[src/rtl/xbar_config_loader.sv]
// xbar_config_loader
//   Loads the crossbar select fields from a WORD_W-bit valid/ready bitstream.
//   The words are assembled LSB-first into a shadow register. After the last
//   word, every select field is range-checked. The whole set is then committed
//   to io_mux_configs in one cycle, or rejected with io_cfg_err set.
// Ports
//   clk, reset          clock, asynchronous active-high reset
//   io_start            1-cycle pulse, begins a load (honoured only in IDLE)
//   io_abort            drops the load in progress (LOAD/CHECK), no commit
//   io_in_valid/data    bitstream word stream
//   io_in_ready         high while in LOAD
//   io_busy             high whenever not IDLE
//   io_done             1-cycle pulse on a successful commit
//   io_cfg_err          sticky, last load rejected; cleared by the next io_start
//   io_mux_configs      active config, field i = [i*SEL_BITS +: SEL_BITS]
// SEL_BITS must satisfy 2**SEL_BITS >= NUM_INS.
module xbar_config_loader #(
  parameter int unsigned NUM_INS  = 18,
  parameter int unsigned NUM_OUTS = 20,
  parameter int unsigned SEL_BITS = 5,
  parameter int unsigned WORD_W   = 8
) (
  input  logic                         clk,
  input  logic                         reset,
  input  logic                         io_start,
  input  logic                         io_abort,
  input  logic                         io_in_valid,
  input  logic [WORD_W-1:0]            io_in_data,
  output logic                         io_in_ready,
  output logic                         io_busy,
  output logic                         io_done,
  output logic                         io_cfg_err,
  output logic [NUM_OUTS*SEL_BITS-1:0] io_mux_configs
);

  localparam int unsigned CFG_W     = NUM_OUTS * SEL_BITS;
  localparam int unsigned NUM_WORDS = (CFG_W + WORD_W - 1) / WORD_W;
  localparam int unsigned CNT_W     = $clog2(NUM_WORDS + 1);

  typedef enum logic [1:0] {IDLE, LOAD, CHECK} state_t;

  state_t           state_q, state_d;
  logic [CNT_W-1:0] count_q, count_d;
  logic [CFG_W-1:0] shadow_q, shadow_d;
  logic [CFG_W-1:0] cfg_q, cfg_d;
  logic             done_q, done_d;
  logic             err_q, err_d;
  logic             field_bad;

  // Any select field pointing past the last crossbar input rejects the load.
  always_comb begin
    field_bad = 1'b0;
    for (int unsigned i = 0; i < NUM_OUTS; i++) begin
      if (32'(shadow_q[i*SEL_BITS +: SEL_BITS]) >= NUM_INS) field_bad = 1'b1;
    end
  end

  always_comb begin
    state_d  = state_q;
    count_d  = count_q;
    shadow_d = shadow_q;
    cfg_d    = cfg_q;
    done_d   = 1'b0;
    err_d    = err_q;
    case (state_q)
      IDLE: begin
        if (io_start) begin
          state_d  = LOAD;
          count_d  = '0;
          shadow_d = '0;
          err_d    = 1'b0;
        end
      end
      LOAD: begin
        if (io_abort) begin
          state_d = IDLE;
        end else if (io_in_valid) begin
          // Shadow is cleared at start, so OR-ing the shifted word writes the
          // slot; the shift naturally drops bits of the last word beyond CFG_W.
          shadow_d = shadow_q | (CFG_W'(io_in_data) << (count_q * WORD_W));
          count_d  = count_q + 1'b1;
          if (count_q == CNT_W'(NUM_WORDS - 1)) state_d = CHECK;
        end
      end
      CHECK: begin
        state_d = IDLE;
        if (!io_abort) begin
          if (field_bad) begin
            err_d = 1'b1;
          end else begin
            cfg_d  = shadow_q;
            done_d = 1'b1;
          end
        end
      end
      default: state_d = IDLE;
    endcase
  end

  always_ff @(posedge clk or posedge reset) begin
    if (reset) begin
      state_q  <= IDLE;
      count_q  <= '0;
      shadow_q <= '0;
      cfg_q    <= '0;
      done_q   <= 1'b0;
      err_q    <= 1'b0;
    end else begin
      state_q  <= state_d;
      count_q  <= count_d;
      shadow_q <= shadow_d;
      cfg_q    <= cfg_d;
      done_q   <= done_d;
      err_q    <= err_d;
    end
  end

  assign io_in_ready    = (state_q == LOAD);
  assign io_busy        = (state_q != IDLE);
  assign io_done        = done_q;
  assign io_cfg_err     = err_q;
  assign io_mux_configs = cfg_q;

endmodule

[config.mk]
export PLATFORM = sky130hd
export DESIGN_NAME = xbar_config_loader
export DESIGN_NICKNAME = d
export VERILOG_FILES = /design/src/rtl/xbar_config_loader.sv
export SDC_FILE = /design/constraint.sdc
export NUM_CORES = 1
export LEC_CHECK = 0
export ABC_AREA = 1
export CAP_MARGIN = 0
export CORE_ASPECT_RATIO = 1.2
export CORE_MARGIN = 1.5
export CORE_UTILIZATION = 25
export CTS_BUF_LIST = sky130_fd_sc_hd__clkbuf_8 sky130_fd_sc_hd__clkbuf_16
export CTS_CLUSTER_DIAMETER = 200
export DETAILED_ROUTE_END_ITERATION = 10
export PLACE_DENSITY = 0.49
export SKIP_CTS_REPAIR_TIMING = 1
export SLEW_MARGIN = 5
export SYNTH_ARGS = -nofsm -noshare
export SYNTH_HDL_FRONTEND = slang
export SYNTH_SLANG_ARGS = --single-unit
[constraint.sdc]
create_clock -name clk -period 7.23 [get_ports clk]
set_clock_uncertainty 0.1 [all_clocks]
set_input_delay 1.0845 -clock clk [delete_from_list [all_inputs] [get_ports clk]]
set_output_delay 1.0845 -clock clk [all_outputs]
set_load 0.01 [all_outputs]
After elaboration in Yosys (flattened, before gate mapping):

Index checks and enable logic that the tools add are counted.

* logic and storage cells: 89
* memories: 0
* bits in latches: 0
* bits in writable memories: 0
* bits in registers: 208
* ROM bits: 0

* shift-type cells: 1
* order comparisons: 20
* reduce and logical (&&, ||, !) cells: 8
* $add $sub $neg: 1
* divide/modulo/power cells: 0
* $mul: 0
* multiplexer cells: 40
* bitwise gates (word level): 3
* equality and inequality tests: 10

Operator list (count)
* two-way mux 100 bit: 3
* case mux 100 bit (2 select lines): 1
* greater-or-equal comparator 5 bit, second input constant: 20
* OR 100 bit: 1
* left shift 8 x 7 -> 100 bit: 1
* two-way mux 1 bit: 26
* two-way mux 4 bit: 3
* != test 2 bit, second input constant: 5
* two-way mux 2 bit: 4
* case mux 4 bit (2 select lines): 1
* AND reduction 4 bit: 2
* AND reduction 3 bit: 2
* nonzero test 2 bit: 3
* adder 4 x 1 -> 4 bit, second input constant: 1
* == test 4 bit, second input constant: 1
* case mux 2 bit (2 select lines): 1
* != test 3 x 2 -> 1 bit, second input constant: 1
* != test 3 bit, second input constant: 1
* == test 2 x 1 -> 1 bit, second input constant: 1
* == test 2 bit, second input constant: 1
* zero test 2 bit: 1
* NOT 1 bit: 2
* case mux 1 bit (2 select lines): 1

Depth between registers and ports, before layout:

* word-level depth: 24
* gate-level depth with buffers: 11

Worst setup path after synthesis:

OpenSTA, ideal clock, no wires.

* path type: input to register
* from: input port io_abort
* to: register shadow_q[36]
* cell stages on the path: 6
* required time: 7052 ps
* path buffers: 1
* setup slack: 5107 ps
* arrival: 1945 ps
* cell sequence: nor2_1 -> nand2_1 -> nor3_4 -> buf_2 -> nand4_1 -> a21oi_1

* longest elaborated chain between the ends: 2

RTL lines
* start: declaration: RTL line 26 `input logic io_abort,`
* != test 2 bit (no source line)
* AND reduction 4 bit (no source line)
* end signal: assignment: RTL line 111 `shadow_q <= shadow_d;`
* end: declaration: RTL line 44 `logic [CFG_W-1:0] shadow_q, shadow_d;`

Every way passes these cells.
A chain may end at the register's enable or synchronous reset.

Worst setup path after layout:

* from: register state_q[1]
* to: output port io_in_ready

* longest elaborated chain between the ends: 1

RTL lines
* start: declaration: RTL line 42 `state_t state_q, state_d;`
* start signal: assignment: RTL line 109 `state_q <= state_d;`
* == test 2 x 1 -> 1 bit: RTL line 118 `assign io_in_ready = (state_q == LOAD);`
* end: declaration: RTL line 29 `output logic io_in_ready,`

Every way passes these cells.

==> summary.md <==
| Metric | Value |
|---|---|
| Die extent in x | 171 um |
| CTS clk-pin slew, worst paths | approximately 60 ps |
| Period Utilization, post-route | 0.401 |
| Fin Setup TNS | 0 ps |
| All-Layer GR Usage | 0.145 |
| Initial core utilization | 0.255 |
| Layout area overhead | 29.2% |
| Cell taking the most area after synthesis | dfrtp_1 |
| Setup-failing EPs final | 0 |
| Die Ht | between 200 and 250 um |
| Core Util, Final | 0.330 |
| Outcome | completed |
| Post-route cell area | between 0.01 and 0.015 mm^2 |
| Top-area cell type share of the netlist area | 0.614 |
| Port Buffers | roughly 120 |
| First-pass GRT wire length | about 39000 um |
| CTS root buffer | clkbuf_16 |
| Final Hold Vio Count | 0 |
| Critical Setup Path Class | flip-flop to output port |
| CP delay by family, top | buffers and inverters |
| Max-slew headroom | 0.274 |
| Mean Syn Cell Area | 8.58 um^2 |
| Slew @ Worst Pin | around 1100 ps |
| # H-tree levels | 1 |
| Post-DP Area | 0.0100 mm^2 |
| Total power | 3.31 mW |
| Arrival @ worst endpoint | 1710 ps |
| CTS tree | yes |
| Slowest CP cell | clkdlybuf4s50_1 |
| CTS Buf Count | 24 |
| Initial antenna violation count | 0 |
| Die area | 0.0350 mm^2 |
| CTS max path bufs | 3 |
| WL/cell | 16.1 um |
| # rows | 73 |
| Worst skew pair latency | 520 ps |
| Worst setup EP type | output port |
| Post-route DRC violation count | 0 |
| Routed WL | 24900 um |
| Sequential fraction of the synthesis area | 0.614 |
| Final worst path period need | approximately 2900 ps |
| Max Slew Vio Count | 0 |
| Vias in the first global route | a little under 7000 |
| Ranking of synthesized cells by area | dfrtp_1, nand2_1, a21oi_1 |
| Initial DRC Count | roughly 520 |
| P per Cell Area | about 300 mW/mm^2 |
| Largest net degree at the start of global routing | 101 |
| LEAKAGE | about 5.5 nW |
| ANT cells | 0 |
| Sink Count | approximately 210 |
| Netlist cell types | 22 |
| CP dominant cell by count | inv_1 |
| DRT Pass-1 Iters | 7 |
| Post-Synthesis Cells | approximately 990 |
| DP HPWL | 16600 um |
| Worst path required time | 6050 ps |
| Layout cells sized above 1 | 0.0572 |
| Nets | 1102 |
| Fillers | 3506 |
| Top-Level Pins | ~120 |
| Layout Cells excl Fill | roughly 1600 |
| Max rail drop VDD | around 0.18 mV |
| GPL Wtd Cong | about 0.77 |
| Synth Register Bits | roughly 210 |
| Overall via count from detail_route | 6746 |
| RSZ-0062 raised after global routing | no |
| Delay of the slowest critical-path stage | ~550 ps |
| GR Overflow Total | 0 |
| Placed cell count | 1511 |
| Crit path max fanout | 3 |
| Hold Crit Class | flip-flop to flip-flop |
| Crit path buf inv count | 3 |
| Syn Nets | approximately 1000 |
| Post-route ant nets | 0 |
| Type of origin of the critical path | flip-flop |
| Ys Warns | 0 |
| Core ar. | about 0.033 mm^2 |
| Synthesized area | ~0.0085 mm^2 |
| Avg Vias per Cell | between 4 and 5 |
| Max-cap violations | 0 |
| Fmax achieved | around 350 MHz |
| CP Cell Sequence | inv_1 > nand2_1 > inv_1 > clkdlybuf4s50_1 |
## metal layers
| metal | GRT usage | share of wire |
|---|---|---|
| met2 | 0.241 | 0.48 |
| met5 | 0 | 0 |
| met1 | 0.198 | 0.45 |
| met4 | 0.0398 | 0.021 |
| met3 | 0.0199 | 0.045 |
## cell families after synthesis
logic type / after synthesis / share of synthesized area
and+or+nand+nor: 546 / 0.254
DFF: 208 / 0.614
buffers and inverters: 119 / 0.0606
AOI/OAI and AO/OA: 112 / 0.0677
adders and majority gates: 2 / 0.00295
xor gates and xnor gates: 1 / 0.00103
## cells in the final DEF (no fill, tap or decap)
cell,instances
clkbuf_8,4
nor3_4,2
inv_2,8
a21oi_1,92
nand3_1,29
inv_8,1
dfrtp_1,208
nand2_4,1
nor2_2,2
o21bai_1,1
nor4_1,7
o21ai_0,5
nor2_1,100
nor3_1,9
ha_1,2
inv_1,59
buf_4,9
xor2_1,1
o21ai_1,5
a31oi_1,9
inv_6,1
nand2_1,388
clkdlybuf4s50_1,116
clkinv_4,1
clkbuf_16,25
clkinv_2,2
bufinv_16,7
nand4_1,8
## worst register-to-register path: stages, from the launching register on
cell     delay (ps)
dfrtp_1         420
nor2_1          120
nand2_1          50
nand2_1          60
nand2_1          90
nor2_1          160
nand3_1         230
nor2_1          230
nand2_4         580
nand2_1         330
nand2_1          70
## flip-flops by register name, summed over array words and instances (netlist names)
| name | flops |
|---|---|
| io_done | 1 |
| io_mux_configs | 100 |
| io_cfg_err | 1 |
| shadow_q | 100 |
| count_q | 4 |
| state_q | 2 |
## per-stage QoR
step / hold slack [ps] / setup WS [ps]
after floorplan: 342 / 365
after global placement: 352 / 4040
after detailed placement: 349 / 4030
after CTS: 376 / 4310
after global routing: 393 / 4250
final: 373 / 4330
## area by class of cell
| cell class | count | area [um^2] | share of cell area |
|---|---|---|---|
| clock inverters | 12 | 241 | 0.0220 |
| well taps | 450 | 563 | 0.0514 |
| repair buffers | 125 | 1230 | 0.112 |
| multi-input cells | 661 | 2780 | 0.254 |
| flip-flops and latches | 208 | 5200 | 0.475 |
| inverters | 67 | 259 | 0.0236 |
| clock buffers | 29 | 681 | 0.0621 |
## report_power, final
| part | internal [mW] | switching [mW] | leakage [nW] |
|---|---|---|---|
| clock network | 0.916 | 0.495 | 0.458 |
| logic | 0.203 | 0.355 | 2.11 |
| registers | 1.26 | 0.0821 | 2.89 |
## synth_stat cells
| library cell | count |
|---|---|
| nor3_1 | 9 |
| nor3_4 | 1 |
| dfrtp_1 | 208 |
| nor3_2 | 1 |
| o21ai_1 | 5 |
| inv_1 | 60 |
| a21oi_1 | 92 |
| inv_2 | 7 |
| xor2_1 | 1 |
| buf_2 | 24 |
| clkbuf_1 | 15 |
| nand4_1 | 8 |
| a31oi_1 | 9 |
| nor2_1 | 102 |
| buf_4 | 10 |
| ha_1 | 2 |
| o21ai_0 | 5 |
| nand3_1 | 29 |
| o21bai_1 | 1 |
| buf_1 | 3 |
| nor4_1 | 7 |
| nand2_1 | 389 |
## final timing paths
check                                   startpoint            endpoint  slack (ps)  depth (start not counted)
worst max register to register        shadow_q[71]  io_mux_configs[65]        4680                         10
min in group asynchronous                    reset  io_mux_configs[59]         930                          2
worst min-delay path            io_mux_configs[43]  io_mux_configs[43]         370                          2
worst max-delay path                    state_q[1]         io_in_ready        4330                          4
max in group asynchronous                    reset        shadow_q[95]        4840                          3
worst min register to register  io_mux_configs[43]  io_mux_configs[43]         370                          2
Power figures use the tool's default switching activity.
